===== src/rtl/fifo_out_buf.sv =====
// Output buffer between the divider datapath and the result consumer.
// First-word fall-through FIFO for any DEPTH >= 2, valid/ready on both sides.
//
// Ports:
//   clk_i, rst_i (async, active-high), flush_i (sync clear)
//   in_valid_i / in_ready_o / in_data_i    : producer side
//   out_valid_o / out_ready_i / out_data_o : consumer side (head entry)
//   count_o                                : occupancy 0..DEPTH
//   almost_full_o / almost_empty_o         : count_o >= AF_LEVEL / <= AE_LEVEL
//   overflow_o                             : pulse after a write was refused
//
// Optional macro FIFO_OUT_BYPASS_EN: zero-latency path from in_* to out_*
// while the buffer is empty.
module fifo_out_buf #(
  parameter int DATA_WIDTH = 65,
  parameter int DEPTH      = 4,
  parameter int AF_LEVEL   = 3,
  parameter int AE_LEVEL   = 1,
  localparam int PTR_W     = $clog2(DEPTH),
  localparam int CNT_W     = $clog2(DEPTH + 1)
) (
  input  logic                  clk_i,
  input  logic                  rst_i,
  input  logic                  flush_i,
  input  logic                  in_valid_i,
  output logic                  in_ready_o,
  input  logic [DATA_WIDTH-1:0] in_data_i,
  output logic                  out_valid_o,
  input  logic                  out_ready_i,
  output logic [DATA_WIDTH-1:0] out_data_o,
  output logic [CNT_W-1:0]      count_o,
  output logic                  almost_full_o,
  output logic                  almost_empty_o,
  output logic                  overflow_o
);

  localparam logic [PTR_W-1:0] LAST  = PTR_W'(DEPTH - 1);
  localparam logic [CNT_W-1:0] FULLC = CNT_W'(DEPTH);
  localparam logic [CNT_W-1:0] AFC   = CNT_W'(AF_LEVEL);
  localparam logic [CNT_W-1:0] AEC   = CNT_W'(AE_LEVEL);

  logic [DATA_WIDTH-1:0] mem [DEPTH];
  logic [PTR_W-1:0]      wr_ptr;
  logic [PTR_W-1:0]      rd_ptr;
  logic [CNT_W-1:0]      count;
  logic                  ovf;

  logic empty;
  logic full;
  logic push;
  logic pop;
  logic take;
  logic wr_en;
  logic rd_en;

  assign empty      = (count == '0);
  assign full       = (count == FULLC);
  assign in_ready_o = ~full;

`ifdef FIFO_OUT_BYPASS_EN
  logic bypass;

  // While empty the producer's word is presented directly; if the consumer
  // takes it in the same cycle it never touches the memory.
  assign bypass      = empty & in_valid_i & ~flush_i & ~rst_i;
  assign out_valid_o = ~empty | bypass;
  assign out_data_o  = bypass ? in_data_i : mem[rd_ptr];
  assign take        = bypass & out_ready_i;
`else
  assign out_valid_o = ~empty;
  assign out_data_o  = mem[rd_ptr];
  assign take        = 1'b0;
`endif

  assign push  = in_valid_i & in_ready_o & ~flush_i;
  assign pop   = out_valid_o & out_ready_i & ~flush_i;
  assign wr_en = push & ~take;
  assign rd_en = pop & ~take;

  assign count_o        = count;
  assign almost_full_o  = (count >= AFC);
  assign almost_empty_o = (count <= AEC);
  assign overflow_o     = ovf;

  always_ff @(posedge clk_i or posedge rst_i) begin
    if (rst_i) begin
      for (int i = 0; i < DEPTH; i++) begin
        mem[i] <= '0;
      end
    end else if (wr_en) begin
      mem[wr_ptr] <= in_data_i;
    end
  end

  always_ff @(posedge clk_i or posedge rst_i) begin
    if (rst_i) begin
      wr_ptr <= '0;
      rd_ptr <= '0;
      count  <= '0;
      ovf    <= 1'b0;
    end else if (flush_i) begin
      wr_ptr <= '0;
      rd_ptr <= '0;
      count  <= '0;
      ovf    <= 1'b0;
    end else begin
      ovf <= in_valid_i & ~in_ready_o;
      if (wr_en) begin
        wr_ptr <= (wr_ptr == LAST) ? '0 : wr_ptr + PTR_W'(1);
      end
      if (rd_en) begin
        rd_ptr <= (rd_ptr == LAST) ? '0 : rd_ptr + PTR_W'(1);
      end
      if (wr_en & ~rd_en) begin
        count <= count + CNT_W'(1);
      end else if (rd_en & ~wr_en) begin
        count <= count - CNT_W'(1);
      end
    end
  end

endmodule


===== config.mk =====
export PLATFORM = sky130hd
export DESIGN_NAME = fifo_out_buf
export DESIGN_NICKNAME = d
export VERILOG_FILES = /design/src/rtl/fifo_out_buf.sv
export SDC_FILE = /design/constraint.sdc
export NUM_CORES = 1
export LEC_CHECK = 0
export BUFFER_PORTS_ARGS = -buffer_cell sky130_fd_sc_hd__buf_4
export CORE_MARGIN = 3
export CORE_UTILIZATION = 55
export CTS_BUF_LIST = sky130_fd_sc_hd__clkbuf_2 sky130_fd_sc_hd__clkbuf_4 sky130_fd_sc_hd__clkbuf_8
export CTS_CLUSTER_DIAMETER = 100
export DETAILED_ROUTE_END_ITERATION = 8
export MAX_ROUTING_LAYER = met4
export PLACE_DENSITY = 0.79
export SLEW_MARGIN = 20
export SYNTH_ARGS = -nofsm -noshare
export SYNTH_HDL_FRONTEND = slang
export SYNTH_SLANG_ARGS = --single-unit

===== constraint.sdc =====
create_clock -name clk_i -period 6.9 [get_ports clk_i]
set_input_delay 0 -clock clk_i [delete_from_list [all_inputs] [get_ports clk_i]]
set_output_delay 0 -clock clk_i [all_outputs]
set_load 0.005 [all_outputs]

==> results of run 1 <==
cell type report:
type / count / area share [%]
Inverter: 7 / 0.205
Multi-Input combinational cell: 375 / 32.7
Tap cell: 275 / 2.35
Antenna cell: 1 / 0.0171
Timing Repair Buffer: 216 / 12.4
Sequential cell: 268 / 45.9
Clock buffer: 67 / 5.92
Clock inverter: 9 / 0.479
what timing repair did:
action                     CTS  global route
hold buffers                70             0
setup endpoints to repair    0             0
setup buffers                0             0
hold endpoints to repair   301             0
tightest hold or removal path: stages:
cell and delay (ns):
dlygate4sd3_1 0.54, buf_4 0.14, clkinvlp_4 0.51
sequential cells by signal, summed over array words and instances (netlist names):
name / count
count_o: 3
overflow_o: 1
rd_ptr: 2
wr_ptr: 2
mem: 260
metal layers:
layer  up-vias  track usage (%)
met5         -                -
met2       164             39.6
met4         0             5.22
li1       3015                -
met1      3660             27.5
met3        35             4.67
power groups by stage:
stage / sequential [mW] / combinational (mW) / clock [mW]
after floorplan: 2.50 / 1.41 / 0
after global placement: 2.58 / 2.02 / 0
after detailed placement: 2.68 / 2.10 / 0
after CTS: 2.65 / 2.14 / 1.47
after global routing: 2.74 / 2.27 / 1.54
final: 2.65 / 2.11 / 1.43
through the flow:
| stage | total power, mW | instances | instance area [um2] |
|---|---|---|---|
| 6_report | 6.19 | 1218 | 14600 |
| 5_1_grt | 6.55 | 1218 | 14600 |
| 4_1_cts | 6.26 | 1217 | 14600 |
| 3_5_place_dp | 4.78 | 1071 | 13000 |
| 3_3_place_gp | 4.60 | 1071 | 13000 |
| 2_1_floorplan | 3.90 | 695 | 11900 |
layout by cell type (no fill, tap or decap), drive strengths merged:
cell,n
dfrtp,268
mux2,261
buf,146
dlygate4sd3,70
clkbuf,67
mux4,65
ha,10
nand2,9
clkinv,8
nor2,7
inv,6
a21oi,4
xnor2,3
nor3,2
or3,2
nand3,2
diode,1
or2b,1
o21ai,1
nor3b,1
clkinvlp,1
mux2i,1
and2b,1
a221oi,1
nand4b,1
o311ai,1
a31o,1
a21bo,1
bufinv,1
path summary, 6_finish.rpt:
kind                                               to  slack [ns]  cells past startpoint              startpoint
worst min-delay path              mem[34]$_DFFE_PP0P_        0.16                      3                   rst_i
worst max-delay path                   out_data_o[53]        3.89                      3   rd_ptr[0]$_DFFE_PP0P_
worst max register to register   mem[163]$_DFFE_PP0P_        4.28                      6  count_o[0]$_DFFE_PP0P_
max in group asynchronous       rd_ptr[0]$_DFFE_PP0P_        5.38                      4                   rst_i
worst min register to register    mem[82]$_DFFE_PP0P_        0.50                      1     mem[82]$_DFFE_PP0P_
min in group clk_i               mem[249]$_DFFE_PP0P_        0.26                      3           in_data_i[54]
logic make-up (layout without fill, tap and decap cells):
logic type      Yosys count  in the layout
compound gates            9              9
xor+xnor                  3              3
fa+ha+maj                10             10
buf+inv                  52            299
flops                   268            268
mux                     327            327
other cells               0              1
simple gates             26             26
==> results.py, run 1 <==
metrics = {
    "run_status": {
        "outcome": "finished clean",
    },
    "setup_path": {
        "critical_path_endpoint_category": "output pin",
        "worst_path_largest_cell_delay_ns": 0.94,
        "critical_path_buf_inv_count": 2,
        "timing_worst_setup_path_type": "reg -> out",
        "cp.arrival_ns": 3.01,
        "critical-path-top-delay-family": "flip-flops",
        "critical_path.max_fanout": 38,
        "critPathRequiredTime_ns": 6.90,
        "crit_path_start_kind": "flop",
        "timing.critical_path.mode_cell": "buf_4",
        "crit_chain": "buf_4 -> mux4_2 -> buf_4",
        "worst_path_max_delay_cell": "dfrtp_4",
    },
    "logic_synthesis": {
        "synth-warning-count": 0,
        "yosys.cell_count.top_type": "dfrtp_1",
        "xor_and_xnor_fraction_of_the_mapped_netlist_area_pct": 0.222,
        "synth-edff-count": 0,
        "synth.ff_latch_count": 268,
        "synth.distinct_cells": 28,
        "ys_seq_area_share_pct": 56.6,
        "yosys_most_used_dff": "dfrtp_1",
        "simple_gate_fraction_of_synth_area_pct": 1.12,
        "synth_top_area_share_pct": 56.6,
        "ys_top_cells_by_area": "dfrtp_1 (57%), mux2_2 (25%), mux4_2 (12%), buf_6 (2.3%), ha_1 (1.1%)",
        "synthAdderAreaFrac_pct": 1.06,
        "synthesis.nets": 775,
        "post-synth-top-area-cell": "dfrtp_1",
        "ys_top_cells_by_count": "dfrtp_1 (268), mux2_2 (261), mux4_2 (65)",
        "synth_top_family_by_area": "multiplexers",
        "netlist_area_um2": 11900,
        "fraction_of_synthesis_flops_using_an_asynchronous_set_or_reset_pin_pct": 100,
        "synth.area.mux_share_pct": 37.2,
        "syn_avg_cell_area_um2": 17.1,
        "compound_gate_portion_of_the_synthesized_area_pct": 0.517,
        "synthCells": 695,
    },
    "cells_and_area": {
        "area_growth_syn_to_layout_pct": 23.3,
        "final_util_pct": 69.3,
        "register_area_um2": 6710,
        "final_layout_size_suffix_gt1_share_pct": 59.3,
        "final_net_count": 992,
        "total_area_of_multi_input_combinational_cells_um2": 4790,
        "nFillCells": 1398,
    },
    "placement": {
        "dp.final_hpwl_um": 15000,
        "pre_cts_slack_ns": 4.30,
        "portBuffers": 142,
        "gp_routability_congestion": 0.752,
    },
    "route": {
        "route.detailed.drc": 0,
        "drt-initial-drc-count": 262,
        "met1Wirelength_um": 10000,
        "vias": 6874,
        "met3_length_um": 1220,
        "postRouteWirelength_um": 25000,
        "antenna_left": 0,
        "met2WireLength_um": 13300,
        "top_signal_layer_used": "met4",
        "mean_routed_wirelength_per_cell_um": 20.5,
        "via_per_instance_ratio": 5.64,
        "first_pass_iters": 4,
    },
    "global_route": {
        "grt_pass1_wl_um": 41500,
        "grt_pass1_vias": 8018,
        "grt_start_max_net_pins": 164,
        "grt_use_total_pct": 22.7,
        "antenna_violations_before_repair": 1,
        "grt_overflow_total": 0,
    },
    "power": {
        "combinationalPowerShare_pct": 34.0,
        "power_switching_mw": 1.71,
        "netSwitchingFraction_pct": 27.6,
        "seqPwrFrac_pct": 42.8,
        "p_int_mw": 4.48,
        "power-per-cell-area_nw_per_um2": 423,
        "p_leak_nw": 6.74,
        "clk_network_pwr_share_pct": 23.2,
        "vdd_ir_drop_max_v": 0.000265,
    },
    "floorplan": {
        "floorplan.die_area_um2": 23400,
        "std_cell_rows": 53,
        "floorplan.initialDensity_pct": 56.2,
        "fp.dieH_um": 153,
        "coreArea_um2": 21100,
        "num_io_pins": 143,
        "die_w_um": 153,
    },
    "min_path": {
        "min_path_type": "in -> async",
    },
    "clock_network": {
        "cts_tree": "yes",
        "clk_path_buf_depth": 3,
        "cts_made_buffers": 44,
        "clock_sink_count": 268,
        "clkLatencyLatePin_ns": 0.54,
        "cts-htree-levels": 2,
        "clock-root-buffer": "clkbuf_8",
        "cts.repair.resized": 0,
        "worst_setup_hold_path_clk_slew_ns": 0.06,
    },
    "timing": {
        "timing.final.ws_setup_ns": 3.89,
        "clock.fmax_mhz": 333,
        "finalSetupTns_ns": 0,
        "min_period_ns": 3.01,
        "final-setup-viol-count": 0,
        "maxSlewHeadroom_pct": 28.9,
        "timing.hold.ws_ns": 0.162,
        "grt_setup_unrepaired": "false",
        "hold_viol": 0,
        "worst_pin_slew_ns": 1.07,
        "skew_final_ns": 0.0201,
        "slew_viol_final": 0,
        "layout_worst_path_cycle_share_pct": 43.6,
    },
    "run": {
        "drv_cap": 0,
    },
}
Power figures use the tool's default switching activity.
==> run 2, diff against run 1 <==
Settings changed: CORE_UTILIZATION 55 to 60, PLACE_DENSITY 0.79 to 0.82.
Clock period 6.9 ns to 2.8 ns, I/O delays scaled along.
==> results.py, run 2 (same netlist as run 1, synthesis figures left out) <==
metrics = {
    "run_status": {
        "outcome": "finished clean",
    },
    "timing": {
        "final-setup-viol-count": 0,
        "min_period_ns": 2.42,
        "timing.hold.ws_ns": 0.262,
        "layout_worst_path_cycle_share_pct": 86.3,
        "clock.fmax_mhz": 414,
        "hold_viol": 0,
        "maxSlewHeadroom_pct": 45.3,
        "skew_final_ns": 0.0172,
        "worst_pin_slew_ns": 0.820,
        "timing.final.ws_setup_ns": 0.384,
        "slew_viol_final": 0,
        "grt_setup_unrepaired": "false",
    },
    "placement": {
        "portBuffers": 142,
        "pre_cts_slack_ns": 0.420,
        "dpl.cell_count": 1063,
        "dp.final_hpwl_um": 15300,
        "gp_routability_congestion": 0.771,
    },
    "floorplan": {
        "fp.dieH_um": 147,
        "die_w_um": 147,
        "floorplan.die_area_um2": 21500,
        "coreArea_um2": 19100,
        "floorplan.initialDensity_pct": 62.2,
        "num_io_pins": 143,
        "std_cell_rows": 50,
    },
    "route": {
        "vias": 6865,
        "postRouteWirelength_um": 24900,
        "antenna_left": 0,
        "route.detailed.drc": 0,
        "first_pass_iters": 4,
        "via_per_instance_ratio": 5.65,
        "drt-initial-drc-count": 266,
        "mean_routed_wirelength_per_cell_um": 20.5,
    },
    "cells_and_area": {
        "nFillCells": 1105,
        "final_cell_count_no_fill": 1214,
        "commonest_cells_after_routing_fill_and_taps_aside": "dfrtp_1 (266), mux2_2 (261), buf_4 (146)",
        "final_net_count": 999,
        "register_area_um2": 6710,
        "registers.top_by_ff_count": "mem",
        "final_layout_size_suffix_gt1_share_pct": 59.8,
        "final_common_cell": "dfrtp_1",
        "area_growth_syn_to_layout_pct": 24.2,
        "total_area_of_multi_input_combinational_cells_um2": 4790,
        "largest_register_ffs": 260,
    },
    "setup_path": {
        "critical-path-top-delay-family": "flip-flops",
        "critical_path.max_fanout": 26,
        "crit_chain": "buf_4 -> mux4_2 -> buf_4",
        "cp.arrival_ns": 2.42,
        "timing.critical_path.mode_cell": "buf_4",
        "critical_path_endpoint_category": "output pin",
        "critPathRequiredTime_ns": 2.80,
        "timing_worst_setup_path_type": "reg -> out",
        "worst_path_largest_cell_delay_ns": 0.79,
        "worst_path_max_delay_cell": "dfrtp_4",
        "crit_path_start_kind": "flop",
        "critical_path_buf_inv_count": 2,
    },
    "power": {
        "power-per-cell-area_nw_per_um2": 1040,
        "p_int_mw": 11.1,
        "clk_network_pwr_share_pct": 22.9,
        "combinationalPowerShare_pct": 34.3,
        "vdd_ir_drop_max_v": 0.000727,
        "power_switching_mw": 4.23,
        "netSwitchingFraction_pct": 27.7,
        "seqPwrFrac_pct": 42.8,
        "p_leak_nw": 6.79,
    },
    "run": {
        "drv_cap": 0,
    },
    "min_path": {
        "min_path_type": "in -> reg",
    },
    "global_route": {
        "grt_overflow_total": 0,
        "grt_use_total_pct": 24.9,
        "grt_start_max_net_pins": 153,
        "grt_pass1_vias": 7897,
        "grt_pass1_wl_um": 41600,
        "antenna_violations_before_repair": 2,
    },
    "clock_network": {
        "worst_setup_hold_path_clk_slew_ns": 0.06,
        "clk_path_buf_depth": 3,
        "cts_made_buffers": 44,
        "post-cts-setup-buffer-count": 0,
        "clock_sink_count": 268,
        "cts-htree-levels": 2,
        "clock-root-buffer": "clkbuf_8",
        "cts_tree": "yes",
        "clkLatencyLatePin_ns": 0.54,
    },
}
==> run 2: cell types whose count changed in the layout (fill, tap and decap cells not counted), sizes merged <==
cell | before | now
clkinv | 8 | 2
bufinv | 1 | 0
clkinvlp | 1 | 3
buf | 146 | 153
diode | 1 | 2
clkbuf | 67 | 75
==> run 2: what timing repair did <==
action,CTS,global route
hold buffers,70,0
resized for setup,0,0
endpoints found under the hold margin,536,0
==> run 2: routing by layer <==
layer | part of all wire [%] | vias to the layer above | GRT usage, % | routed length [um]
li1 | - | 3044 | - | -
met1 | 42 | 3643 | 31.7 | 10500
met2 | 52 | 139 | 41.8 | 12900
met3 | 3.8 | 39 | 4.72 | 950
met4 | 1.9 | 0 | 6.40 | 483
met5 | 0 | - | - | 0
==> run 2: through the flow <==
stage               instance area, um2  setup TNS [ns]  total power, mW  util [%]
detailed placement               13100               0             11.8      68.6
floorplan                        11900         -198.18             9.62         -
global placement                 13100               0             11.4      68.6
global route                     14700               0             16.2      77.2
CTS                              14700               0             15.4      77.1
finish                           14700               0             15.3      77.2
==> run 2: cell type report <==
| class | instances | share of cell area, % |
|---|---|---|
| sequential | 268 | 45.6 |
| multi-input combinational | 375 | 32.5 |
| timing repair buffer | 223 | 13.2 |
| clock buffer | 75 | 6.12 |
| tap | 260 | 2.21 |
| inverter | 7 | 0.204 |
| clock inverter | 4 | 0.170 |
| antenna | 2 | 0.0340 |
==> run 2: power by group through the flow <==
| stage | Clock, mW | Combinational [mW] | Sequential, mW |
|---|---|---|---|
| detailed placement | 0 | 5.20 | 6.61 |
| CTS | 3.56 | 5.32 | 6.54 |
| floorplan | 0 | 3.47 | 6.15 |
| global placement | 0 | 4.99 | 6.39 |
| finish | 3.49 | 5.25 | 6.54 |
| global route | 3.76 | 5.67 | 6.75 |
==> run 2: final timing paths <==
check | from | to | slack [ns] | cells after the start
worst max register to register | count_o[0]$_DFFE_PP0P_ | mem[227]$_DFFE_PP0P_ | 0.40 | 7
min in group asynchronous | rst_i | mem[41]$_DFFE_PP0P_ | 0.27 | 4
worst min register to register | mem[94]$_DFFE_PP0P_ | mem[94]$_DFFE_PP0P_ | 0.50 | 1
worst min-delay path | in_data_i[58] | mem[58]$_DFFE_PP0P_ | 0.26 | 3
max in group asynchronous | rst_i | rd_ptr[1]$_DFFE_PP0P_ | 1.90 | 4
worst max-delay path | rd_ptr[0]$_DFFE_PP0P_ | out_data_o[35] | 0.38 | 3
==> run 2: worst min-delay path: stages <==
cell and delay [ns]:
dlygate4sd3_1 0.52, buf_4 0.12, mux2_2 0.13
